--- src/rtl/biriscv_alu_arbiter.sv ---
// -----------------------------------------------------------------------------
// biriscv_alu_arbiter
//
// Shares one pipelined integer ALU between NUM_REQ requesters. The ALU
// registers its inputs and its output, so a result comes back two cycles after
// issue. A 2-stage tag pipeline follows each operation through the ALU, and
// the result is returned to the requester that issued it.
//
// Parameters
//   NUM_REQ       number of requesters (2..4)
//   RR_EN         1 = round-robin, 0 = fixed priority (lowest index wins)
//
// Ports
//   clk, rst      clock shared with the ALU; synchronous active-high reset
//   req_valid_i   per-requester request
//   req_op_i      4-bit ALU opcode per requester, slice i = [4i+3:4i]
//   req_a_i/b_i   32-bit operands per requester, slice i = [32i+31:32i]
//   req_ready_o   one-hot grant (handshake = valid & ready)
//   flush_i       kill in-flight operations and block this cycle's grant
//   alu_op_o/a/b  drive to the shared ALU (zero when nothing is granted)
//   alu_p_i       ALU result
//   resp_valid_o  one-hot result valid for the owning requester
//   resp_result_o result data (zero when no response)
//   busy_o        at least one operation in flight
// -----------------------------------------------------------------------------
module biriscv_alu_arbiter #(
    parameter int NUM_REQ = 2,
    parameter int RR_EN   = 1
) (
    input  logic                    clk,
    input  logic                    rst,
    input  logic [NUM_REQ-1:0]      req_valid_i,
    input  logic [4*NUM_REQ-1:0]    req_op_i,
    input  logic [32*NUM_REQ-1:0]   req_a_i,
    input  logic [32*NUM_REQ-1:0]   req_b_i,
    output logic [NUM_REQ-1:0]      req_ready_o,
    input  logic                    flush_i,
    output logic [3:0]              alu_op_o,
    output logic [31:0]             alu_a_o,
    output logic [31:0]             alu_b_o,
    input  logic [31:0]             alu_p_i,
    output logic [NUM_REQ-1:0]      resp_valid_o,
    output logic [31:0]             resp_result_o,
    output logic                    busy_o
);

    localparam int IDW = (NUM_REQ > 1) ? $clog2(NUM_REQ) : 1;

    logic [IDW-1:0]     ptr_q, ptr_d;
    logic               v1_q, v1_d;
    logic               v2_q, v2_d;
    logic [IDW-1:0]     id1_q, id1_d;
    logic [IDW-1:0]     id2_q, id2_d;

    logic               gnt_any;
    logic [IDW-1:0]     gnt_idx;
    logic [NUM_REQ-1:0] gnt_vec;
    logic [IDW:0]       cand_sum;
    logic [IDW-1:0]     cand;

    // Arbitration. The candidate order starts at ptr_q for round-robin, or at
    // 0 for fixed priority; the extra bit of cand_sum lets the wrap be done
    // with one compare/subtract instead of a modulo.
    always_comb begin
        gnt_any  = 1'b0;
        gnt_idx  = '0;
        gnt_vec  = '0;
        cand_sum = '0;
        cand     = '0;
        if (!rst && !flush_i) begin
            for (int k = 0; k < NUM_REQ; k++) begin
                if (RR_EN != 0) begin
                    cand_sum = {1'b0, ptr_q} + (IDW+1)'(k);
                end else begin
                    cand_sum = (IDW+1)'(k);
                end
                if (cand_sum >= (IDW+1)'(NUM_REQ)) begin
                    cand_sum = cand_sum - (IDW+1)'(NUM_REQ);
                end
                cand = cand_sum[IDW-1:0];
                if (!gnt_any && req_valid_i[cand]) begin
                    gnt_any = 1'b1;
                    gnt_idx = cand;
                end
            end
            if (gnt_any) begin
                gnt_vec[gnt_idx] = 1'b1;
            end
        end
    end

    assign req_ready_o = gnt_vec;

    always_comb begin
        ptr_d = ptr_q;
        if (gnt_any) begin
            ptr_d = (gnt_idx == IDW'(NUM_REQ-1)) ? '0 : gnt_idx + 1'b1;
        end
    end

    // ALU input mux; an idle cycle issues ALU_NONE with zero operands.
    always_comb begin
        alu_op_o = 4'b0000;
        alu_a_o  = '0;
        alu_b_o  = '0;
        for (int i = 0; i < NUM_REQ; i++) begin
            if (gnt_vec[i]) begin
                alu_op_o = req_op_i[i*4 +: 4];
                alu_a_o  = req_a_i[i*32 +: 32];
                alu_b_o  = req_b_i[i*32 +: 32];
            end
        end
    end

    // Tag pipeline mirroring the ALU's input and output registers.
    // gnt_any is already forced low by flush_i, so only stage 2 needs the kill.
    always_comb begin
        v1_d  = gnt_any;
        id1_d = gnt_idx;
        v2_d  = v1_q & ~flush_i;
        id2_d = id1_q;
    end

    always_ff @(posedge clk) begin
        if (rst) begin
            ptr_q <= '0;
            v1_q  <= 1'b0;
            v2_q  <= 1'b0;
            id1_q <= '0;
            id2_q <= '0;
        end else begin
            ptr_q <= ptr_d;
            v1_q  <= v1_d;
            v2_q  <= v2_d;
            id1_q <= id1_d;
            id2_q <= id2_d;
        end
    end

    // Responses are masked during reset so a result already in stage 2 when
    // reset arrives is never presented.
    always_comb begin
        resp_valid_o = '0;
        for (int i = 0; i < NUM_REQ; i++) begin
            resp_valid_o[i] = !rst && v2_q && (id2_q == IDW'(i));
        end
    end

    assign resp_result_o = (v2_q && !rst) ? alu_p_i : 32'd0;
    assign busy_o        = v1_q | v2_q;

endmodule
--- config.mk ---
export PLATFORM = sky130hd
export DESIGN_NAME = biriscv_alu_arbiter
export DESIGN_NICKNAME = d
export VERILOG_FILES = /design/src/rtl/biriscv_alu_arbiter.sv
export SDC_FILE = /design/constraint.sdc
export NUM_CORES = 1
export LEC_CHECK = 0
export BUFFER_PORTS_ARGS = -buffer_cell sky130_fd_sc_hd__buf_4
export CORE_AREA = 3 3 106 108
export DETAILED_ROUTE_END_ITERATION = 8
export DIE_AREA = 0 0 109 111
export HOLD_SLACK_MARGIN = 0.1
export SYNTH_ARGS = -nofsm -noshare
export SYNTH_HDL_FRONTEND = slang
export SYNTH_SLANG_ARGS = --single-unit
export TNS_END_PERCENT = 1
--- constraint.sdc ---
create_clock -name clk -period 1.13 [get_ports clk]
set_input_delay 0.0565 -clock clk [delete_from_list [all_inputs] [get_ports clk]]
set_output_delay 0.0565 -clock clk [all_outputs]
set_load 0.005 [all_outputs]
==> flow_summary.yaml, run 1 <==
finish:
  multi_input_area_um2: 912.1
  utilization_pct: 33.37
  n_antenna_cell: 0
  final_cells: 545
  layout-drive-gt1-share_pct: 72.13
  area_delta_synth_final_pct: 200.5
  layout_commonest_cell: "buf_4"
  fin_nets: 583
  fillers: 1053
  seq_area_um2: 102.6
  final_cell_mix: "buf_4 (276), a22o_1 (68), and2_1 (33), buf_12 (5)"
hold_path:
  min-delay-path-class: "in -> reg"
die:
  die_w_um: 109
  die_h_um: 111
  rows: 37
  die_area_mm2: 0.01210
  core_mm2: 0.01032
  pin_count: 278
  start_util_pct: 11.10
synthesis:
  synth_fp_nets: 312
  syn_avg_cell_area_um2: 8.245
  syn-cell-area_mm2: 0.001146
  syn_inst: 139
  synth.top_cell.area_share_pct: 51.97
  synth_top_area_cell: "a22o_1"
  ys_seq_area_share_pct: 8.734
  synthTopCellsByArea: "a22o_1 (52%), and2_1 (19%), buf_6 (9.8%)"
  ys_warn_count: 0
  ys_ff_latch: 5
  synth.distinct_cells: 15
setup_path:
  cp-start-kind: "flop"
  cp.required_ps: 1070
  cp-end-kind: "primary output"
  cp.arrival_ps: 1420
  critPathMaxFanout: 38
  crit_type: "reg -> out"
route:
  routed_wl_mm: 7.870
  dr.pass1.iters: 4
  drc_errors: 0
  drtAntennaViolNets: 0
  drt-initial-drc-count: 72
  via_count: 2243
  post_drt_wl_per_cell_um: 14.44
  vias_per_cell: 4.116
pwr:
  vdd_ir_drop_max_v: 0.0003086
  fin_total_pwr_uw: 1415
  pwr_density_cell_mw_per_mm2: 410.8
  p_leak_uw: 0.001885
timing:
  whs_ps: 108.8
  fin_skew_ps: 2.392
  post-route-min-period_ps: 1478
  finalSetupViolCount: 102
  fmax_ghz: 0.6768
  finalCritPeriodShare_pct: 130.8
  max-slew-margin-rel_pct: 87.25
  rsz0062_at_grt: "true"
  layout_setup_ws_ps: -347.5
  worstMarginPinSlew_ps: 191.0
  hold_viol_final: 0
  drv_slew: 0
flow_run:
  cap_violations: 0
status:
  status: "complete, but fails checks"
  violations: "negative setup slack"
grt:
  antenna_found_initial: 0
  grt_overflow_total: 0
  grt_pass1_vias: 2162
  grt_pass1_wl_mm: 10.74
  grt_max_degree: 39
  grt_usage_pct: 11.04
cts:
  clock_path_buffers: 2
  cts_tree: "done"
  cts_sinks: 5
  cts_max_level: 1
  clk_latency_ps: 220
  cts_root_buf: "clkbuf_8"
  post-cts-setup-buffers: 0
  path_clk_slew_ps: 30
  numCtsBuffers: 3
place:
  dp_slack_ps: -142.3
  placed_cells: 539
  io_buffers: 277
  place_congestion: 0.8866
==> registers in the layout (all words and copies together), names as in the netlist <==
name / count
id1_q: 1
id2_q: 1
ptr_q: 1
v1_q: 1
v2_q: 1
==> routing by layer <==
metal	global-route usage, %	vias to the layer above	wire length [µm]
met3	1.747	6	800
met2	22.32	148	4243
met5	0	-	0
met1	11.89	1010	2756
li1	-	1079	-
met4	1.347	0	70
==> synth_stat cells <==
cell type and n:
a22o_1 68, and2_1 34, buf_6 10, buf_2 5
dfxtp_1 5, and3_1 3, clkbuf_1 3, nor2b_1 3
nand2b_1 2, buf_4 1, nand2_1 1, nor2_2 1
o21a_1 1, o21bai_1 1, or2_2 1
==> stage by stage <==
stage	setup TNS [ps]	area [µm²]
after global placement	-6049	3349
after CTS	-19430	3436
after global routing	-25130	3445
after floorplan	-446.9	1146
final	-19210	3445
after detailed placement	-6584	3349
==> power by group <==
part / switching [µW] / leakage, µW / total, µW / internal, µW
Clock: 80.3 / 0.0000228 / 322 / 242
Sequential: 3.69 / 0.0000417 / 190 / 186
Combinational: 264 / 0.00182 / 904 / 639
==> final cells by class <==
cell class / instances / share of cell area (%)
repair buffers: 285 / 64.29
multi-input cells: 115 / 26.48
well taps: 136 / 4.940
flip-flops and latches: 5 / 2.979
clock buffers: 4 / 1.308
==> path summary, 6_finish.rpt <==
kind                            from                  to  slack (ps)  cells after the start
setup reg to reg  ptr_q$_SDFFE_PP0P_  ptr_q$_SDFFE_PP0P_         130                      4
hold / removal        req_valid_i[1]     v1_q$_SDFF_PP0_         110                      2
setup / recovery  ptr_q$_SDFFE_PP0P_         alu_a_o[10]        -350                      5
hold reg to reg     id1_q$_SDFF_PP0_    id2_q$_SDFF_PP0_         430                      1
==> kinds of logic (layout without fill, tap and decap cells) <==
family	count (synthesis)	after routing	share of synthesized area, %
simple gates	45	45	24.35
flops	5	5	8.734
compound gates	70	70	53.28
buf+inv	19	289	13.65
==> timing repair <==
action	4_1_cts	5_1_grt
endpoints found under the hold margin	2	0
resized for setup	7	3
pin swaps	5	16
hold buffers	2	0
setup endpoints to repair	104	104
==> critical path, stage by stage (launching register included) <==
cell      delay, ps
dfxtp_2         330
nand2b_1        110
and3_4          210
buf_12          200
a22o_1          210
buf_4           120
No activity file was read; power rests on OpenSTA's default activity.
==> run 2, diff against run 1 <==
- SKIP_LAST_GASP: default -> 1
==> flow_summary.yaml, run 2 (synthesized netlist as in run 1, its figures left out) <==
setup_path:
  worstPathCellList: "nand2b_1, and3_4, clkbuf_16, a22o_4, buf_4"
  cpLargestDelayFamily: "simple AND/OR/NAND/NOR gates"
  crit_buf_inv: 2
  reg2regPathDepth: 4
  cp.arrival_ps: 1430
  slowest_delay_ps: 310
  worst-path-stages: 5
  critPathSlowestCell: "dfxtp_1"
  crit_type: "reg -> out"
  rr_startpoint: "ptr_q$_SDFFE_PP0P_"
  rrSetupSlack_ps: 60
  cp-start-kind: "flop"
  critPathMaxFanout: 15
  r2r-end: "ptr_q$_SDFFE_PP0P_"
  cp.required_ps: 1070
  critPathCapture: "alu_a_o[14]"
  worstSetupStartpoint: "ptr_q$_SDFFE_PP0P_"
  cp-end-kind: "primary output"
cts:
  cts_max_level: 1
  cts_tree: "done"
  cts_sinks: 5
  cts_root_buf: "clkbuf_8"
  numCtsBuffers: 3
  clock_path_buffers: 2
  clk_latency_ps: 220
  path_clk_slew_ps: 30
place:
  place_congestion: 0.8866
  placed_cell_area_mm2: 0.003349
  io_buffers: 277
  placed_cells: 539
route:
  post_drt_wl_per_cell_um: 15.16
  vias_per_cell: 4.130
  drt-initial-drc-count: 67
  dr.pass1.iters: 4
  drtAntennaViolNets: 0
  via_count: 2263
  drc_errors: 0
  routed_wl_mm: 8.306
timing:
  finalSetupViolCount: 104
  fin_skew_ps: 2.392
  fmax_ghz: 0.6717
  setup-tns-final_ps: -25270
  post-route-min-period_ps: 1489
  drv_slew: 0
  hold_viol_final: 0
  finalCritPeriodShare_pct: 131.8
  worstMarginPinSlew_ps: 201.2
  rsz0062_at_grt: "true"
  max-slew-margin-rel_pct: 86.56
  layout_setup_ws_ps: -358.8
grt:
  grt_max_degree: 39
  grt_overflow_total: 0
  antenna_found_initial: 0
  grtUsageMet1_pct: 11.72
  grt_pass1_vias: 2151
  met2_usage_pct: 22.03
  grt_usage_pct: 10.90
  gr-max-usage-layer: "met2"
  grt_pass1_wl_mm: 10.59
  use_met3_pct: 1.747
pwr:
  p_leak_uw: 0.001927
  pwr_density_cell_mw_per_mm2: 410.2
  vdd_ir_drop_max_v: 0.0003094
finish:
  n_antenna_cell: 0
  layout-drive-gt1-share_pct: 71.60
  fin_nets: 586
  fillers: 1043
  layout_commonest_cell: "buf_4"
  final_cells: 548
  final_cell_mix: "buf_4 (278), a22o_1 (66), and2_1 (34), dfxtp_1 (5), buf_12 (5)"
  utilization_pct: 34.04
  final_area_mm2: 0.003515
  area_delta_synth_final_pct: 206.7
die:
  core_mm2: 0.01032
  die_area_mm2: 0.01210
  die_w_um: 109
  die_h_um: 111
  rows: 37
  pin_count: 278
  start_util_pct: 11.10
hold_path:
  min-delay-path-class: "in -> reg"
  hp-start: "rst"
status:
  status: "complete, but fails checks"
  violations: "negative setup slack"
flow_run:
  cap_violations: 0
[run 2: cell types whose count changed in the layout (fill, tap and decap cells not counted), moves of 2 or more]
cell       previous run  this run
buf_4               276       278
dfxtp_1               3         5
a22o_1               68        66
buf_6                 2         0
a22o_4                0         2
clkbuf_16             0         3
dfxtp_2               2         0
nor2b_1               1         3
[run 2: worst min path at each step]
stage,endpoint,depth (start not counted),slack [ps]
3_5_place_dp,v1_q$_SDFF_PP0_,2,300
3_3_place_gp,v1_q$_SDFF_PP0_,2,310
4_1_cts,id2_q$_SDFF_PP0_,3,110
5_1_grt,id2_q$_SDFF_PP0_,3,120
6_report,id2_q$_SDFF_PP0_,3,110
2_1_floorplan,id2_q$_SDFF_PP0_,1,130
[run 2: through the flow]
step	setup WS [ps]	hold slack [ps]	total power, µW
final	-358.8	113.1	1442
after CTS	-373.9	114.2	1428
after global placement	-127.9	305.8	1084
after detailed placement	-142.3	301.7	1091
after floorplan	-44.69	128.1	415.3
after global routing	-435.1	124.4	1533
[run 2: final cells by class]
class                           count  area (µm²)  share of cell area, %
Tap cell                          136       170.2                  4.842
Sequential cell                     5       100.1                  2.848
Multi-Input combinational cell    115       917.1                  26.09
Timing Repair Buffer              288        2282                  64.93
Clock buffer                        4       45.04                  1.282
[run 2: worst min-delay path, stage by stage]
cell and delay, ps:
buf_4 90, buf_4 110, nor2b_1 40
[run 2: what timing repair did]
| item | in CTS | in global routing |
|---|---|---|
| setup buffers | 0 | 0 |
| endpoints found under the hold margin | 2 | 0 |
| gates cloned | 0 | 3 |
| setup endpoints to repair | 104 | 105 |
| hold buffers | 2 | 0 |
| resized for setup | 0 | 4 |
[run 2: report_power, final]
group          switching, µW  internal [µW]
registers               3.45            185
clock network           81.1            242
logic                    273            657
[run 2: layer usage]
layer | share of wire [%] | vias to the layer above
met2 | 54 | 147
met4 | 0.66 | 0
met3 | 9.6 | 4
met1 | 36 | 1027
li1 | - | 1085
met5 | 0 | -
==> run 3, diff against run 2 <==
- REMOVE_ABC_BUFFERS: default -> 1
- clock period: 1.13 -> 1.9 ns (I/O delays scaled with it)
==> flow_summary.yaml, run 3 (synthesized netlist as in run 1, its figures left out) <==
die:
  die_area_mm2: 0.01210
  die_w_um: 109
  core_mm2: 0.01032
  pin_count: 278
  die_h_um: 111
  rows: 37
  start_util_pct: 11.10
grt:
  grt_usage_pct: 12.40
  grt_pass1_wl_mm: 11.92
  grt_overflow_total: 0
  grt_pass1_vias: 2294
  grt_max_degree: 55
  antenna_found_initial: 0
finish:
  utilization_pct: 32.54
  n_antenna_cell: 0
  layout-drive-gt1-share_pct: 71.01
  area_delta_synth_final_pct: 193.1
  fin_nets: 581
  layout_commonest_cell: "buf_4"
  final_cell_mix: "buf_4 (280), a22o_1 (68), and2_1 (34), dfxtp_1 (5)"
  final_area_mm2: 0.003359
  fillers: 1075
  final_cells: 543
place:
  io_buffers: 277
  placed_cell_area_mm2: 0.003304
  placed_cells: 538
  hpwl_mm: 7.457
  place_congestion: 0.8558
cts:
  cts_root_buf: "clkbuf_8"
  numCtsBuffers: 3
  cts_tree: "done"
  cts_max_level: 1
  path_clk_slew_ps: 40
  cts_sinks: 5
  clock_path_buffers: 2
  post-cts-setup-buffers: 0
  clk_latency_ps: 220
setup_path:
  critPathMaxFanout: 15
  cp.required_ps: 1800
  crit_type: "reg -> out"
  cp-end-kind: "primary output"
  cp.arrival_ps: 1520
  rr_startpoint: "ptr_q$_SDFFE_PP0P_"
  cp-start-kind: "flop"
  worstSetupStartpoint: "ptr_q$_SDFFE_PP0P_"
timing:
  finalSetupViolCount: 0
  rsz0062_at_grt: "false"
  max-slew-margin-rel_pct: 83.74
  fin_skew_ps: 1.017
  drv_slew: 0
  fmax_ghz: 0.6180
  hold_viol_final: 0
  finalCritPeriodShare_pct: 85.17
  worstMarginPinSlew_ps: 243.9
  post-route-min-period_ps: 1618
route:
  vias_per_cell: 4.221
  drt-initial-drc-count: 91
  via_count: 2292
  dr.pass1.iters: 4
  drc_errors: 0
  post_drt_wl_per_cell_um: 15.92
  drtAntennaViolNets: 0
  routed_wl_mm: 8.647
pwr:
  p_leak_uw: 0.001866
  vdd_ir_drop_max_v: 0.0001544
  pwr_density_cell_mw_per_mm2: 248.9
hold_path:
  hp-start: "req_valid_i[0]"
  min-delay-path-class: "in -> reg"
status:
  status: "finished clean"
flow_run:
  cap_violations: 0
-- run 3: changes by cell type in the layout (fill, tap and decap cells not counted) --
cell	delta
buf_12	-3
and3_4	-2
a22o_1	+2
a22o_4	-2
buf_4	+2
and3_2	+2
dlygate4sd3_1	-1
clkbuf_16	-3
-- run 3: critical path, stage by stage, from the launching register on --
cell	delay [ps]
dfxtp_1	310
nand2b_1	140
and3_2	240
buf_4	210
a22o_1	250
buf_4	160
-- run 3: cell type report --
| class | count | area (µm²) | area share, % |
|---|---|---|---|
| Timing Repair Buffer | 283 | 2152 | 64.06 |
| Tap cell | 136 | 170.2 | 5.065 |
| Sequential cell | 5 | 100.1 | 2.980 |
| Clock buffer | 4 | 45.04 | 1.341 |
| Multi-Input combinational cell | 115 | 892.1 | 26.55 |
-- run 3: repair_timing --
| item | CTS | global route |
|---|---|---|
| endpoints found under the hold margin | 1 | 0 |
| resized for setup | 0 | 0 |
| endpoints found under the setup margin | 0 | 0 |
| hold buffers | 1 | 0 |
-- run 3: stage by stage --
| step | worst slack, ps | total power, µW | TNS, ps | hold slack (ps) |
|---|---|---|---|---|
| finish | 281.8 | 836.3 | 0 | 123.6 |
| global route | 198.6 | 896.8 | 0 | 139.5 |
| CTS | 275.9 | 854.9 | 0 | 119.2 |
| detailed placement | 522.2 | 648.5 | 0 | 303.0 |
| global placement | 526.9 | 643.2 | 0 | 299.4 |
| floorplan | -185.7 | 226.1 | -12670 | 166.6 |
-- run 3: layer usage --
layer / up-vias / routed length [µm] / GRT usage, %
met5: - / 0 / 0
met4: 0 / 55 / 1.684
met3: 4 / 1097 / 4.019
met2: 167 / 4602 / 24.53
met1: 1047 / 2891 / 12.49
li1: 1074 / - / -
-- run 3: power by group --
group	internal (µW)	switching, µW	total, µW
logic	371	159	530
registers	110	1.86	112
clock network	144	50.5	194
-- run 3: path summary, 6_finish.rpt --
path | to | slack, ps | depth (start not counted)
min reg2reg | v2_q$_SDFF_PP0_ | 440 | 1
max | alu_a_o[25] | 280 | 5
min | v1_q$_SDFF_PP0_ | 120 | 2
max reg2reg | ptr_q$_SDFFE_PP0P_ | 800 | 4
